===== config.mk =====
export PLATFORM = sky130hd
export DESIGN_NAME = rssi_locator_n
export DESIGN_NICKNAME = d
export VERILOG_FILES = /design/src/rtl/rssi_loc_pkg.sv /design/src/rtl/rssi_to_dist2.sv /design/src/rtl/rssi_locator_n.sv
export SDC_FILE = /design/constraint.sdc
export NUM_CORES = 2
export LEC_CHECK = 0
export ABC_CLOCK_PERIOD_IN_PS = 26400
export BUFFER_PORTS_ARGS = -buffer_cell sky130_fd_sc_hd__buf_2
export CAP_MARGIN = 15
export CORE_MARGIN = 2
export CORE_UTILIZATION = 50
export DETAILED_ROUTE_END_ITERATION = 7
export MAX_ROUTING_LAYER = met4
export PLACE_DENSITY_LB_ADDON = 0.15
export SETUP_SLACK_MARGIN = 0.3
export SLEW_MARGIN = 15
export SYNTH_ARGS = -nofsm -noshare
export SYNTH_HDL_FRONTEND = slang
export SYNTH_SLANG_ARGS = --single-unit

===== constraint.sdc =====
create_clock -name clk -period 26.4 [get_ports clk]
set_input_delay 2.64 -clock clk [delete_from_list [all_inputs] [get_ports clk]]
set_output_delay 2.64 -clock clk [all_outputs]
set_load 0.005 [all_outputs]

===== src/rtl/rssi_loc_pkg.sv =====
// Shared types and constants for the RSSI trilateration engine.
package rssi_loc_pkg;

   typedef enum logic [1:0] {
      S_IDLE,
      S_CONV,
      S_SCAN,
      S_DONE
   } state_t;

   localparam int unsigned POW10_W = 14;
   localparam int unsigned E_MAX   = 4;
   localparam logic [4:0][POW10_W-1:0] POW10 = {14'd10000, 14'd1000, 14'd100, 14'd10, 14'd1};

   // d carries one guard bit over a coordinate so it can span the grid diagonal
   localparam int unsigned D_W_EXTRA  = 1;
   localparam int unsigned D2_W_EXTRA = 2;

   function automatic int unsigned d_width(input int unsigned cw);
      return cw + D_W_EXTRA;
   endfunction

   function automatic int unsigned d2_width(input int unsigned cw);
      return 2 * cw + D2_W_EXTRA;
   endfunction

endpackage


===== src/rtl/rssi_to_dist2.sv =====
// Combinational RSSI (Q8.12 dBm) plus calibration value to squared-distance estimate.
module rssi_to_dist2
   import rssi_loc_pkg::*;
#(
   parameter int unsigned CW       = 8,
   parameter int unsigned RW       = 20,
   parameter int unsigned VW       = 20,
   parameter int unsigned RSSI_REF = 59
) (
   input  logic [RW-1:0]     rssi_i,
   input  logic [VW-1:0]     value_i,
   output logic [2*CW+1:0]   d2_o
);

   localparam int unsigned DW  = d_width(CW);
   localparam int unsigned D2W = d2_width(CW);
   localparam int unsigned AW  = RW + 4;
   localparam int unsigned PW  = VW + POW10_W;

   localparam logic signed [AW-1:0] REF_Q  = AW'(RSSI_REF << 12);
   localparam logic signed [AW-1:0] TEN    = AW'(10);
   localparam logic signed [AW-1:0] EMAX_S = AW'(E_MAX);
   localparam logic [PW-1:0]        D_SAT  = PW'((1 << DW) - 1);

   logic signed [AW-1:0] a;
   logic signed [AW-1:0] half;
   logic signed [AW-1:0] e_full;
   logic [2:0]           e;
   logic [PW-1:0]        prod;
   logic [PW-1:0]        d_full;
   logic [DW-1:0]        d;
   logic [D2W-1:0]       d2;

   always_comb begin
      a      = -$signed({{(AW-RW){rssi_i[RW-1]}}, rssi_i});
      half   = (a - REF_Q) >>> 1;
      // any negative quotient clamps to 0, so truncating division matches floor here
      e_full = (half / TEN) >>> 12;
      if (e_full[AW-1]) begin
         e = 3'd0;
      end else if (e_full > EMAX_S) begin
         e = 3'(E_MAX);
      end else begin
         e = e_full[2:0];
      end
      prod   = PW'(POW10[e]) * PW'(value_i);
      d_full = prod >> 12;
      d      = (d_full > D_SAT) ? DW'(D_SAT) : d_full[DW-1:0];
      d2     = D2W'(d) * D2W'(d);
   end

   assign d2_o = d2;

endmodule


===== src/rtl/rssi_locator_n.sv =====
// RSSI trilateration engine: captures a job, converts each anchor, raster-scans the grid.
// Define BEST_FIT_EN to scan the full grid and report the minimum total-error point.
module rssi_locator_n
   import rssi_loc_pkg::*;
#(
   parameter int unsigned N_ANCH   = 3,
   parameter int unsigned CW       = 8,
   parameter int unsigned RW       = 20,
   parameter int unsigned VW       = 20,
   parameter int unsigned RSSI_REF = 59,
   parameter int unsigned TOL      = 75
) (
   input  logic                 clk,
   input  logic                 rst,
   input  logic                 in_valid,
   output logic                 in_ready,
   input  logic [N_ANCH*CW-1:0] anc_x,
   input  logic [N_ANCH*CW-1:0] anc_y,
   input  logic [N_ANCH*RW-1:0] rssi,
   input  logic [N_ANCH*VW-1:0] value,
   output logic                 busy,
   output logic                 out_valid,
   output logic                 nomatch,
   output logic [CW-1:0]        xt,
   output logic [CW-1:0]        yt
);

   localparam int unsigned D2W = d2_width(CW);
   localparam int unsigned IW  = $clog2(N_ANCH);

   state_t                     state_q, state_d;
   logic [N_ANCH-1:0][CW-1:0]  ax_q, ay_q;
   logic [N_ANCH-1:0][RW-1:0]  rssi_q;
   logic [N_ANCH-1:0][VW-1:0]  val_q;
   logic [N_ANCH-1:0][D2W-1:0] d2_q;
   logic [IW-1:0]              idx_q, idx_d;
   logic [CW-1:0]              x_q, x_d, y_q, y_d;
   logic [CW-1:0]              xt_q, xt_d, yt_q, yt_d;
   logic                       nomatch_q, nomatch_d;
   logic                       transfer;
   logic                       last_pt;
   logic [D2W-1:0]             d2_new;
   logic [D2W-1:0]             err [N_ANCH];

   assign transfer = in_valid && (state_q == S_IDLE);
   assign last_pt  = (&x_q) && (&y_q);

   rssi_to_dist2 #(
      .CW       (CW),
      .RW       (RW),
      .VW       (VW),
      .RSSI_REF (RSSI_REF)
   ) u_conv (
      .rssi_i  (rssi_q[idx_q]),
      .value_i (val_q[idx_q]),
      .d2_o    (d2_new)
   );

   for (genvar i = 0; i < N_ANCH; i++) begin : g_lane
      logic [CW-1:0]  dx, dy;
      logic [D2W-1:0] dd;
      assign dx     = (x_q >= ax_q[i]) ? (x_q - ax_q[i]) : (ax_q[i] - x_q);
      assign dy     = (y_q >= ay_q[i]) ? (y_q - ay_q[i]) : (ay_q[i] - y_q);
      assign dd     = D2W'(dx) * D2W'(dx) + D2W'(dy) * D2W'(dy);
      assign err[i] = (dd >= d2_q[i]) ? (dd - d2_q[i]) : (d2_q[i] - dd);
   end

`ifdef BEST_FIT_EN
   localparam int unsigned EW = D2W + IW;

   logic [EW-1:0] err_sum, best_q, best_d;
   logic [CW-1:0] bx_q, bx_d, by_q, by_d;
   logic          better;

   always_comb begin
      err_sum = '0;
      for (int unsigned i = 0; i < N_ANCH; i++) begin
         err_sum = err_sum + EW'(err[i]);
      end
   end

   // strict compare keeps the earlier raster point on ties
   assign better = err_sum < best_q;

   always_ff @(posedge clk) begin
      if (rst) begin
         best_q <= '1;
         bx_q   <= '0;
         by_q   <= '0;
      end else begin
         best_q <= best_d;
         bx_q   <= bx_d;
         by_q   <= by_d;
      end
   end
`else
   logic all_ok;

   always_comb begin
      all_ok = 1'b1;
      for (int unsigned i = 0; i < N_ANCH; i++) begin
         if (err[i] > D2W'(TOL)) begin
            all_ok = 1'b0;
         end
      end
   end
`endif

   always_comb begin
      state_d   = state_q;
      idx_d     = idx_q;
      x_d       = x_q;
      y_d       = y_q;
      xt_d      = xt_q;
      yt_d      = yt_q;
      nomatch_d = nomatch_q;
`ifdef BEST_FIT_EN
      best_d    = best_q;
      bx_d      = bx_q;
      by_d      = by_q;
`endif
      case (state_q)
         S_IDLE: begin
            if (transfer) begin
               state_d = S_CONV;
               idx_d   = '0;
            end
         end
         S_CONV: begin
            if (idx_q == IW'(N_ANCH - 1)) begin
               state_d = S_SCAN;
               x_d     = '0;
               y_d     = '0;
`ifdef BEST_FIT_EN
               best_d  = '1;
`endif
            end else begin
               idx_d = idx_q + 1'b1;
            end
         end
         S_SCAN: begin
`ifdef BEST_FIT_EN
            if (better) begin
               best_d = err_sum;
               bx_d   = x_q;
               by_d   = y_q;
            end
            // the last point's verdict is folded in combinationally before leaving SCAN
            if (last_pt) begin
               state_d   = S_DONE;
               xt_d      = better ? x_q : bx_q;
               yt_d      = better ? y_q : by_q;
               nomatch_d = (better ? err_sum : best_q) > EW'(N_ANCH * TOL);
            end
`else
            if (all_ok) begin
               state_d   = S_DONE;
               xt_d      = x_q;
               yt_d      = y_q;
               nomatch_d = 1'b0;
            end else if (last_pt) begin
               state_d   = S_DONE;
               xt_d      = '1;
               yt_d      = '1;
               nomatch_d = 1'b1;
            end
`endif
            x_d = x_q + 1'b1;
            if (&x_q) begin
               y_d = y_q + 1'b1;
            end
         end
         S_DONE: begin
            state_d = S_IDLE;
         end
         default: begin
            state_d = S_IDLE;
         end
      endcase
   end

   always_ff @(posedge clk) begin
      if (rst) begin
         state_q   <= S_IDLE;
         idx_q     <= '0;
         x_q       <= '0;
         y_q       <= '0;
         xt_q      <= '0;
         yt_q      <= '0;
         nomatch_q <= 1'b0;
      end else begin
         state_q   <= state_d;
         idx_q     <= idx_d;
         x_q       <= x_d;
         y_q       <= y_d;
         xt_q      <= xt_d;
         yt_q      <= yt_d;
         nomatch_q <= nomatch_d;
      end
   end

   always_ff @(posedge clk) begin
      if (transfer) begin
         ax_q   <= anc_x;
         ay_q   <= anc_y;
         rssi_q <= rssi;
         val_q  <= value;
      end
      if (state_q == S_CONV) begin
         d2_q[idx_q] <= d2_new;
      end
   end

   assign in_ready  = (state_q == S_IDLE);
   assign busy      = (state_q == S_CONV) || (state_q == S_SCAN);
   assign out_valid = (state_q == S_DONE);
   assign nomatch   = nomatch_q;
   assign xt        = xt_q;
   assign yt        = yt_q;

endmodule

## After elaboration in Yosys (flattened, before gate mapping)

Memory sizes are Yosys's and may differ from the RTL's.
Cells that the tools add are included.
Widths: inputs -> output; s select.

- Bits in registers: 259
- Output and inout port bits: 20
- Input port bits: 171
- Memories kept: 1
- Logic and storage cells: 139
- Memory bits (read-only): 112

- Equal/unequal tests: 9
- $lt $le $gt $ge: 17
- Muxes and demuxes: 40
- Reductions and logical operators: 15
- $mul: 8
- Add/sub/neg operators: 26
- Div/mod/pow operators: 1

Memories:

| memory | depth | width | read ports | clocked after memory_dff | write ports | RTL line | text |
|---|---|---|---|---|---|---|---|
| (name not given) | 8 | 14 | 1 | 0 | 0 | rssi_to_dist2.sv:46 | `prod = PW'(POW10[e]) * PW'(value_i);` |

Operators with widths:

| operator | count |
|---|---|
| $mul 8x8->16 | 6 |
| $sub 8x8->8 | 12 |
| $mux 8 | 11 |
| $bmux 20 s2 | 2 |
| $mux 18 | 4 |
| $bwmux 54 | 1 |
| $ge 17x18->1 | 3 |
| $gt 18x7->1 const B | 3 |
| $sub 17x18->18 | 3 |
| $sub 18x17->18 | 3 |
| $add 16x16->17 | 3 |
| $ge 8x8->1 | 6 |
| $mux 20 | 2 |
| $demux 18 s2 | 1 |
| $mul 14x20->34 | 1 |
| $pmux 8 s2 | 2 |
| $div 24x5->24 const B | 1 |
| $neg 20->24 | 1 |
| $sub 24x19->24 const B | 1 |
| $gt 22x9->1 const B | 1 |
| $mul 9x9->18 | 1 |
| $add 8x1->8 const B | 2 |
| $reduce_and 8->1 | 2 |
| $mux 14 | 1 |
| 22 further kinds | 43 |

## Depth between registers and ports, before layout

- Word-level depth: 15
- Depth in mapped cells: 68
- Gate-level depth less buffers: 61

## Hierarchy

Synthesis repeated with hierarchy kept, for this count alone.

- Cell total of the unflattened synthesis: 4729
- Area, all modules: 42369.4 um2

Modules (own cells, without submodules):

| module | cells an instance | sequential area each (um2) | area each (um2) | times used |
|---|---|---|---|---|
| rssi_locator_n | 3170 | 7407.1 | 29582.1 | 1 |
| rssi_to_dist2 | 1559 | 0.0 | 12787.3 | 1 |

## Worst setup path after synthesis

No wires, ideal clock.

- Path kind: reg-to-reg
- Start: register idx_q[0]
- End: register d2_q[16] (netlist name), data pin
- Stages on the path, launching flop included: 63
- Path buffers: 5
- Path slack: 11196 ps
- Required time: 26133 ps
- Data arrival time: 14937 ps
- Setup time: 267 ps
- Period minus slack after synthesis: 15204 ps
- Path through: dfxtp_1 > buf_6 > mux2_2 > a22oi_2 > ha_1 > o211a_2 > nand4_1 > nor4_1 > a211oi_1 > or4_4 > or4_1 > a211o_1 > a21oi_1 > a211oi_1 > o211ai_2 > and2_1 > buf_2 > buf_4 > [... 27 more ...] > fa_1 > inv_1 > ha_1 > fa_1 > ha_1 > nor2b_1 > o21ai_0 > a21boi_0 > o21ai_0 > nand2_1 > and2_1 > o21ai_0 > nand2b_1 > a21o_1 > a21o_1 > a21o_1 > a21oi_1 > xnor2_1

- Cells in the longest elaborated chain, start to end: 15
- Elaborated cells on any way between the ends: 22
- Those cells by class: 2 x add/sub; 2 x mul; 1 x div; 4 x order compare; 11 x mux; 1 x reduce/logical; 1 x memory

RTL lines:

| what | RTL line | text |
|---|---|---|
| start, declared | rssi_locator_n.sv:36 | `logic [IW-1:0] idx_q, idx_d;` |
| start signal, assigned | rssi_locator_n.sv:193 | `idx_q <= idx_d;` |
| $bmux 20 s2 | rssi_locator_n.sv:54 | `.rssi_i (rssi_q[idx_q]),` |
| $mux 20 (not written as such) | rssi_locator_n.sv:54 |  |
| $neg 20->24 | rssi_to_dist2.sv:35 | `a = -$signed({{(AW-RW){rssi_i[RW-1]}}, rssi_i});` |
| $sub 24x19->24 | rssi_to_dist2.sv:36 | `half = (a - REF_Q) >>> 1;` |
| $div 24x5->24 | rssi_to_dist2.sv:38 | `e_full = (half / TEN) >>> 12;` |
| $gt 12x4->1 | rssi_to_dist2.sv:41 | `end else if (e_full > EMAX_S) begin` |
| $mux 3 | rssi_to_dist2.sv:41 |  |
| $mux 3 | rssi_to_dist2.sv:39 | `if (e_full[AW-1]) begin` |
| $mem_v2 8x14 | - |  |
| $mux 14 (not written as such) | rssi_to_dist2.sv:46 |  |
| $mul 14x20->34 * | rssi_to_dist2.sv:46 |  |
| $gt 22x9->1 | rssi_to_dist2.sv:48 | `d = (d_full > D_SAT) ? DW'(D_SAT) : d_full[DW-1:0];` |
| $mux 9 * | rssi_to_dist2.sv:48 |  |
| $mul 9x9->18 * | rssi_to_dist2.sv:49 | `d2 = D2W'(d) * D2W'(d);` |
| net d2_new[16] | rssi_locator_n.sv:42 | `logic [D2W-1:0] d2_new;` |
| $bwmux 54 * | rssi_locator_n.sv:210 | `d2_q[idx_q] <= d2_new;` |
| end signal, assigned by index | rssi_locator_n.sv:210 |  |
| end, declared | rssi_locator_n.sv:35 | `logic [N_ANCH-1:0][D2W-1:0] d2_q;` |

Mark *: on every way through the listed nets, which the timed path passes. The rest lies on a longest branch. The select of a mux whose other input is x is not followed.
A chain may end at the register's enable or synchronous reset.

## Worst setup path after layout

- Start: register idx_q[1]
- End: register d2_q[34] (netlist name), data pin

The elaborated chain is that of the path after synthesis.

==> impl_metrics.csv <==
group,metric,value,unit
critical_path,crit_required,26730,ps
timing,slew_headroom,23.75,%
place,place.gp.congestion,0.9534,
final_layout,fin_cells,5304,
timing,timing.fmax,0.05658,GHz
critical_path,critPathArrivalTime,18000,ps
timing,fin_crit,17670,ps
logic_synthesis,synthDistinctLibCells,97,
clocking,hold_buffers,0,
place,place_hpwl,81.57,mm
logic_synthesis,ys_async_sr_fraction,0,%
floorplan,dieHeight,281.1,um
logic_synthesis,synth_top_area_share,23.57,%
clocking,cts_buffer_depth,3,
hold_path,whs_path_depth,1,
route,wirelength,97.21,mm
route,routedWlPerCell,18.33,um
final_layout,final_nets,5369,
timing,grt_setup_unrepaired,"no",
floorplan,start_util,50.55,%
logic_synthesis,yosysTopAreaCell,"fa_1",
timing,fin_setup_tns,0,ps
clocking,cts.repair.resized,0,
critical_path,start_kind,"flop",
critical_path,setup.worst_path.end_class,"flop",
global_route,grt.overflow.total,0,
floorplan,die_area,0.07902,mm^2
clocking,postCtsSetupBuffers,0,
global_route,use_met1,33.36,%
global_route,grtUsageMet2,42.96,%
timing,fin_crit_sh,66.95,%
timing,finClkSkew,28.04,ps
critical_path,r2r_setup_slack,8730,ps
place,io_buffers,190,
route,drcViolationCount,1,
critical_path,crit_type,"flop to flop",
logic_synthesis,synth_fp_nets,5217,
final_layout,drive_above_1_share,8.801,%
critical_path,crit_path_top_delay_cell,"and2_1",
global_route,grtUsageMet3,2.951,%
hold_path,hp-class,"flop to flop",
global_route,grt_max_degree,70,
global_route,busiest_layer,"met2",
route,ant_nets,0,
final_layout,design_area,0.04148,mm^2
floorplan,io_pins,191,
timing,finalMaxSlewViolations,0,
logic_synthesis,ys.flop_type,"edfxtp_1",
flow_run,cap_viol_max_count,0,
floorplan,die_x,281.1,um
logic_synthesis,synth.most_common_cell,"inv_1",
clocking,cts_buffers,30,
run_status,status,"finished with violations",
logic_synthesis,ys_seq_area_share,19.06,%
timing,setup_viol,0,
logic_synthesis,synthTopCellsByArea,"fa_1 24%, edfxtp_1 17%, ha_1 16%, inv_1 7.9%, nor2_1 3.0%",
place,placed_area,0.04048,mm^2
logic_synthesis,ys_ff_latch,256,
route,drt_iter0_markers,2072,
logic_synthesis,synthTopCellsByCount,"807 x inv_1, 498 x ha_1, 452 x fa_1, 311 x nor2_1, 230 x a21oi_1",
global_route,grt_pass1_vias,28830,
run_status,violations,"design-rule violations",
logic_synthesis,syn-cell-area,0.03840,mm^2
logic_synthesis,yosys_warnings,0,
critical_path,cp_common_cell,"fa_1",
clocking,clock_sinks,256,
clocking,clk_pin_slew_worst_paths,70,ps
final_layout,syn2layout_area_growth,8.026,%
logic_synthesis,syn_inst,4096,
timing,hold_viol,0,
clocking,htree_num_levels,1,
floorplan,rows,101,
place,dp_cells,5246,
global_route,grt_pass1_wl,155.6,mm
route,viasPerCell,5.424,
logic_synthesis,synth_edf_count,219,
route,via_count,28770,
clocking,root_buffer,"clkbuf_16",
route,first_pass_iters,8,
critical_path,critPathMaxStageDelay,710,ps
timing,worst_slew_pin_slew,1140,ps
clocking,cts_tree,"yes",
critical_path,worstPathMaxFanout,54,
floorplan,fp.coreArea,0.07595,mm^2
critical_path,reg2reg_depth,61,
global_route,antenna_found_initial,5,
global_route,track_usage,25.69,%
logic_synthesis,avgSynthCellArea,9.374,um^2
clocking,clk_latency,600,ps
[layer usage]
metal,vias up,wire length [um]
met5,-,0
met4,0,2399
met3,118,5315
met2,776,47110
met1,13930,42380
li1,13940,-
[worst max-delay path: cells and delay by family, from the launching register on]
family	cells	cell delay, ps
buffers and inverters	10	1970
AND/OR/NAND/NOR	11	3260
XOR/XNOR	1	120
flip-flops	1	310
AO/OA/AOI/OAI	26	5780
adder cells (fa/ha/maj)	13	5890
[final timing paths]
check / startpoint / end
setup / recovery: idx_q[1] / d2_q[34]
hold / removal: yt[5] / yt[5]
setup reg to reg: idx_q[1] / d2_q[34]
hold reg to reg: yt[5] / yt[5]
[sequential cells by signal, summed over array words and instances (netlist names), 2 cells and up]
register and cells:
yt 8, d2_q 51, rssi_q 60, ax_q 24, idx_q 2, xt 8, y_q 8, val_q 60
x_q 8, state_q 2, ay_q 24
[cells by family (layout without fill, tap and decap cells)]
| logic type | count (synthesis) | count (layout) | share of synthesized area, % |
|---|---|---|---|
| fa+ha+maj | 950 | 950 | 39.80 |
| buf+inv | 927 | 1103 | 9.346 |
| simple gates | 892 | 892 | 11.20 |
| compound gates | 761 | 761 | 13.03 |
| flops | 256 | 256 | 19.06 |
| xor+xnor | 190 | 190 | 4.354 |
| mux | 120 | 120 | 3.220 |
| other cells | 0 | 2 | 0 |
[placed cells by master (no fill, tap or decap), types with 10 or more instances in the layout]
master / count
or3_1: 19
mux2_2: 16
a22oi_1: 10
buf_2: 190
nor3_1: 43
ha_1: 498
o21a_1: 46
a211o_1: 11
a211oi_1: 31
or2_2: 21
and3_1: 28
o211ai_1: 14
a31oi_1: 24
nor2b_1: 20
and2_1: 34
buf_4: 50
nor2_1: 310
o31ai_1: 14
inv_1: 807
a21o_1: 71
nand3_1: 43
nor4_1: 22
xor2_1: 75
edfxtp_1: 219
clkbuf_16: 32
mux2i_1: 98
a21oi_1: 229
dfxtp_1: 35
o21ai_0: 133
o21ai_1: 12
o21bai_1: 47
fa_1: 452
nand4_1: 46
xnor2_1: 114
nand2_1: 216
nand2b_1: 35
[stage by stage]
stage	worst slack, ps	hold slack [ps]	util (%)
after floorplan	11200	464.2	-
after global placement	8977	444.8	53.29
after detailed placement	8647	448.4	53.29
after CTS	8628	463.0	54.61
after global routing	7316	477.1	54.61
final	8726	461.3	54.61
[area by class of cell]
cell class | count | area (um^2)
Fill cell | 6991 | 34470
Multi-Input combinational cell | 2913 | 27510
Sequential cell | 256 | 7320
Inverter | 807 | 3029
Timing Repair Buffer | 240 | 1326
Tap cell | 1030 | 1289
Clock buffer | 37 | 839.6
Clock inverter | 19 | 157.7
Antenna cell | 2 | 5.005
Power is not shown: default switching activity piles up to over one toggle a cycle in this logic, so the estimate is an artifact.
